[config.mk]
export PLATFORM = sky130hd
export DESIGN_NAME = pb_debouncer
export DESIGN_NICKNAME = d
export VERILOG_FILES = /design/src/rtl/pb_debouncer.sv
export SDC_FILE = /design/constraint.sdc
export NUM_CORES = 1
export LEC_CHECK = 0
export ABC_AREA = 1
export BUFFER_PORTS_ARGS = -buffer_cell sky130_fd_sc_hd__buf_4
export CORE_ASPECT_RATIO = 1.5
export CORE_MARGIN = 10
export CORE_UTILIZATION = 41
export CTS_BUF_LIST = sky130_fd_sc_hd__clkbuf_4
export CTS_CLUSTER_SIZE = 20
export DETAILED_ROUTE_END_ITERATION = 8
export PLACE_DENSITY = 0.62
export SLEW_MARGIN = 20
export SYNTH_ARGS = -nofsm -noshare
export SYNTH_HDL_FRONTEND = slang
export SYNTH_SLANG_ARGS = --single-unit
[constraint.sdc]
create_clock -name clk -period 2 [get_ports clk]
set_input_delay 0.4 -clock clk [delete_from_list [all_inputs] [get_ports clk]]
set_output_delay 0.4 -clock clk [all_outputs]
set_load 0.05 [all_outputs]
[src/rtl/pb_debouncer.sv]
// pb_debouncer: synchronise and debounce a raw push-button into a clean level for one_pulser.clkPB.
// Ports: clk (50 MHz), rst_n (async active-low), pb_raw (async bouncing pin),
//        pb_clean (debounced level, 1 = pressed), long_press (1-cycle hold pulse).
// Optional feature: define PB_LONG_PRESS_EN to build the long-press hold counter;
// otherwise long_press is tied to 0.
module pb_debouncer #(
  parameter int SYNC_STAGES       = 2,
  parameter int DEBOUNCE_CYCLES   = 1000000,
  parameter int LONG_PRESS_CYCLES = 50000000,
  parameter int CNT_WIDTH         = 26,
  parameter int ACTIVE_LOW_PB     = 0
) (
  input  logic clk,
  input  logic rst_n,
  input  logic pb_raw,
  output logic pb_clean,
  output logic long_press
);
  localparam logic INACTIVE = (ACTIVE_LOW_PB != 0);
  localparam longint CNT_CAP = longint'(1) << CNT_WIDTH;
  localparam logic [CNT_WIDTH-1:0] DB_LAST = CNT_WIDTH'(DEBOUNCE_CYCLES - 1);
  if (SYNC_STAGES < 2) begin : g_chk_sync
    $error("pb_debouncer: SYNC_STAGES must be at least 2");
  end
  if (DEBOUNCE_CYCLES < 1) begin : g_chk_db
    $error("pb_debouncer: DEBOUNCE_CYCLES must be at least 1");
  end
  if (longint'(DEBOUNCE_CYCLES) >= CNT_CAP || longint'(LONG_PRESS_CYCLES) >= CNT_CAP) begin : g_chk_w
    $error("pb_debouncer: CNT_WIDTH too small for DEBOUNCE_CYCLES/LONG_PRESS_CYCLES");
  end
  typedef enum logic [1:0] {S_RELEASED, S_PRESS_CHK, S_PRESSED, S_RELEASE_CHK} state_t;
  state_t state, state_d;
  logic [SYNC_STAGES-1:0] sync;
  logic [CNT_WIDTH-1:0] cnt, cnt_d, cnt_inc;
  logic pb_s;
  // Sync flops reset to the idle pin level so leaving reset never looks like a press.
  always_ff @(posedge clk or negedge rst_n)
    if (!rst_n) sync <= {SYNC_STAGES{INACTIVE}};
    else sync <= {sync[SYNC_STAGES-2:0], pb_raw};
  assign pb_s = sync[SYNC_STAGES-1] ^ INACTIVE;
  assign cnt_inc = &cnt ? cnt : cnt + 1'b1;
  always_comb begin
    state_d = state;
    cnt_d = cnt;
    case (state)
      S_RELEASED:
        if (pb_s) begin
          state_d = S_PRESS_CHK;
          cnt_d = '0;
        end
      S_PRESS_CHK:
        if (!pb_s) state_d = S_RELEASED;
        else if (cnt == DB_LAST) begin
          state_d = S_PRESSED;
          cnt_d = '0;
        end else cnt_d = cnt_inc;
      S_PRESSED:
        if (!pb_s) begin
          state_d = S_RELEASE_CHK;
          cnt_d = '0;
        end
      S_RELEASE_CHK:
        if (pb_s) state_d = S_PRESSED;
        else if (cnt == DB_LAST) begin
          state_d = S_RELEASED;
          cnt_d = '0;
        end else cnt_d = cnt_inc;
      default: state_d = S_RELEASED;
    endcase
  end
  // pb_clean is registered from the next state so it is a bare flop output.
  always_ff @(posedge clk or negedge rst_n)
    if (!rst_n) begin
      state <= S_RELEASED;
      cnt <= '0;
      pb_clean <= 1'b0;
    end else begin
      state <= state_d;
      cnt <= cnt_d;
      pb_clean <= (state_d == S_PRESSED) || (state_d == S_RELEASE_CHK);
    end
`ifdef PB_LONG_PRESS_EN
  localparam logic [CNT_WIDTH-1:0] LP_LAST = CNT_WIDTH'(LONG_PRESS_CYCLES - 1);
  localparam logic [CNT_WIDTH-1:0] LP_END = CNT_WIDTH'(LONG_PRESS_CYCLES);
  logic [CNT_WIDTH-1:0] hold;
  logic lp;
  // Hold time runs while pb_clean is high so a rejected release glitch does not
  // shift the pulse; parking at LP_END makes the pulse fire once per press.
  always_ff @(posedge clk or negedge rst_n)
    if (!rst_n) begin
      hold <= '0;
      lp <= 1'b0;
    end else begin
      lp <= pb_clean && (hold == LP_LAST);
      hold <= !pb_clean ? '0 : (hold == LP_END ? hold : hold + 1'b1);
    end
  assign long_press = lp;
`else
  assign long_press = 1'b0;
`endif
endmodule

==> reports/summary.txt <==
Hold wc startpoint: pb_raw
Starting density of the core: 42.5%
Ant diodes: 0
Total power: 1100 uW
Vias in the first global route: 1904
Vias per inst: 4.77
Worst min path class: input pin to flip-flop
Layout area overhead: 8.74%
Final clock skew: 0.0138 ns
Rows: 31
Synthesized area per cell: 6.36 um2
Leakage: 0.000979 uW
Setup CP Type: flip-flop to flip-flop
Cell depth of the worst hold path: 1
Switching share of total power: 28.6%
IO Pins: 5
Core ar.: 4850 um2
Slew Limit Fails: 0
WHS Endpoint: sync[0]
Cts bufs inserted: 5
Initial antenna violation count: 0
Synth Register Bits: 30
Mapped Nets: 328
Worst-Skew Late Latency: 0.35 ns
Hpwl dp: 3.70 mm
Seq/Total Area, Yosys: 36.4%
Library cells used by synthesis: 21
Tmin final: 1.78 ns
Clk slew on worst S/H paths: 0.11 ns
Total grt overflow: 0
Cell Pwr Density: 492 nW/um2
Number of routed nets with antenna violations: 0
Setup violators final: 0
Worst IR Drop VDD: 0.448 mV
Fillers: 522
Die width: 77.9 um
WL/cell: 12.0 um
Switching pwr: 316 uW
CP top delay family: simple AND/OR/NAND/NOR gates
Flop2flop setup slack: 0.22 ns
Total routed wirelength: 4.81 mm
DRC errors left: 0
Drt pass-1 iters: 4
Logic pwr share: 8.7%
Hold Fails Final Rpt: 0
Largest net degree at the start of global routing: 31
Worst setup EP type: flip-flop
Final net count: 337
CP max FO: 22
DR iter-0 viols: 125
Outcome: finished clean
RSZ-0062 raised after global routing: no
Clock net sink count: 30
Die height: 107 um
CP Cell Sequence: ha_1 > nand2_1 > nor2_2 > nand3_2 > nor2_2 > nand4_1 > nand2_2 > buf_12 > nand2_1 > o21ai_1
Startpoint Class: flip-flop
Reg2Reg Capture Point: cnt[13]
Clock power frac: 34.2%
Reg2reg path depth: 10
Worst path buffer plus inverter count: 1
Worst path max stage delay: 0.42 ns
Post-Syn Area: 2060 um2
CTS tree: built
Worst path required time: 2.27 ns
Period utilisation layout: 89.0%
Final GP Congestion: 0.905
Share of cells above drive strength 1: 8.68%
Clock Root Buffer: clkbuf_4
Max Fclk: 0.562 GHz
First-pass GRT wire length: 8.39 mm
Finished Core Util: 46.2%
Arrival time worst endpoint: 2.05 ns
DIE AREA: 8320 um2
Total track usage: 12.3%
CTS max path bufs: 2
Worst r2r src: cnt[0]
Critical Path Slowest Stage Cell: dfrtp_1
Port Buffer Count: 3
Power share of the sequential group: 57.1%
Ys Warns: 0
Max_cap viols: 0
Vias: 1909
Mapped Cells: 324
Htree depth: 2
Internal power: 788 uW
Setup Buffers After CTS: 0
[state kept, by name (all words and copies together), names as in the netlist]
register  flops
pb_clean      1
sync          2
cnt          26
state         1
[layout make-up]
cell class	instances	area, um2	area share, %
inverter	29	109	4.85
multi-input combinational	256	1130	50.4
sequential	30	751	33.5
clock inverter	3	21.3	0.949
timing repair buffer	11	110	4.91
clock buffer	5	37.5	1.67
tap	66	82.6	3.68
[logic make-up (layout without fill, tap and decap cells)]
logic type	count (synthesis)	after routing	synth area share (%)
buffers and inverters	38	48	9.10
XOR/XNOR	9	9	3.82
flip-flops	30	30	36.4
other	1	1	0.182
AO/OA/AOI/OAI	18	18	4.37
AND/OR/NAND/NOR	227	227	45.5
adder cells (fa/ha/maj)	1	1	0.607
[Yosys cell counts]
master | n | area (um2)
nand2_1 | 128 | 480
nor2_1 | 51 | 191
dfrtp_1 | 30 | 751
inv_1 | 29 | 109
nand3_1 | 28 | 140
o21ai_0 | 11 | 55.1
o21ai_1 | 7 | 35.0
xor2_1 | 7 | 61.3
buf_6 | 5 | 56.3
nand4_1 | 5 | 31.3
nor2_2 | 5 | 31.3
and2_1 | 3 | 18.8
buf_2 | 3 | 15.0
or2_2 | 3 | 18.8
nor3_1 | 2 | 10.0
xnor2_1 | 2 | 17.5
buf_4 | 1 | 7.51
conb_1 | 1 | 3.75
ha_1 | 1 | 12.5
nand2_2 | 1 | 6.26
nand3_2 | 1 | 10.0
[worst max path at each step]
stage	cells after the start	slack, ns	endpoint	start
final	10	0.22	cnt[13]	cnt[0]
after floorplan	8	0.41	cnt[16]	pb_clean
after global routing	10	0.01	cnt[13]	cnt[0]
after CTS	10	0.17	cnt[16]	cnt[0]
after detailed placement	10	-0.002	cnt[16]	cnt[0]
after global placement	10	0.05	cnt[16]	cnt[0]
[layer usage]
layer  track usage (%)  up-vias  share of wire (%)
met5                 0        -                  0
met4              5.91        0                2.8
met3              3.09       13                2.5
met2              22.5       23                 51
met1              12.8      853                 43
li1                  -     1020                  -
[power groups by stage]
stage	clock, uW	sequential, uW	combinational, uW
6_report	377	631	95.6
5_1_grt	419	633	111
4_1_cts	389	631	96.8
3_5_place_dp	0	643	94.2
3_3_place_gp	0	642	94.2
2_1_floorplan	0	640	68.2
[worst reg2reg max path: stages (launching register included)]
cell and delay (ns):
dfrtp_1 0.42, ha_1 0.17, nand2_1 0.10, nor2_2 0.22, nand3_2 0.13, nor2_2 0.12, nand4_1 0.10, nand2_2 0.14
buf_12 0.16, nand2_1 0.06, o21ai_1 0.08
[per-stage QoR]
step	area, um2	hold WS [ns]	setup TNS (ns)	setup WS (ns)	cells
after global placement	2170	0.336	0	0.0510	391
after global routing	2240	0.117	0	0.0128	400
after detailed placement	2170	0.339	-0.00220	-0.00220	391
final	2240	0.146	0	0.221	400
after CTS	2240	0.139	0	0.173	400
after floorplan	2060	0.104	0	0.407	324
[cells in the final DEF (no fill, tap or decap), drive strengths merged]
| master | n |
|---|---|
| clkinvlp | 1 |
| o21ai | 18 |
| and2 | 3 |
| inv | 29 |
| nand3 | 29 |
| clkbuf | 5 |
| or2 | 3 |
| dfrtp | 30 |
| xor2 | 7 |
| nand4 | 5 |
| nand2 | 129 |
| clkinv | 2 |
| ha | 1 |
| dlygate4sd3 | 1 |
| nor3 | 2 |
| xnor2 | 2 |
| nor2 | 56 |
| conb | 1 |
| buf | 10 |
[repair_timing]
item / CTS / global route
endpoints found under the setup margin: 11 / 5
hold buffers: 1 / 0
hold endpoints to repair: 30 / 0
gates resized for setup: 1 / 1
No activity file was read; power rests on OpenSTA's default activity.
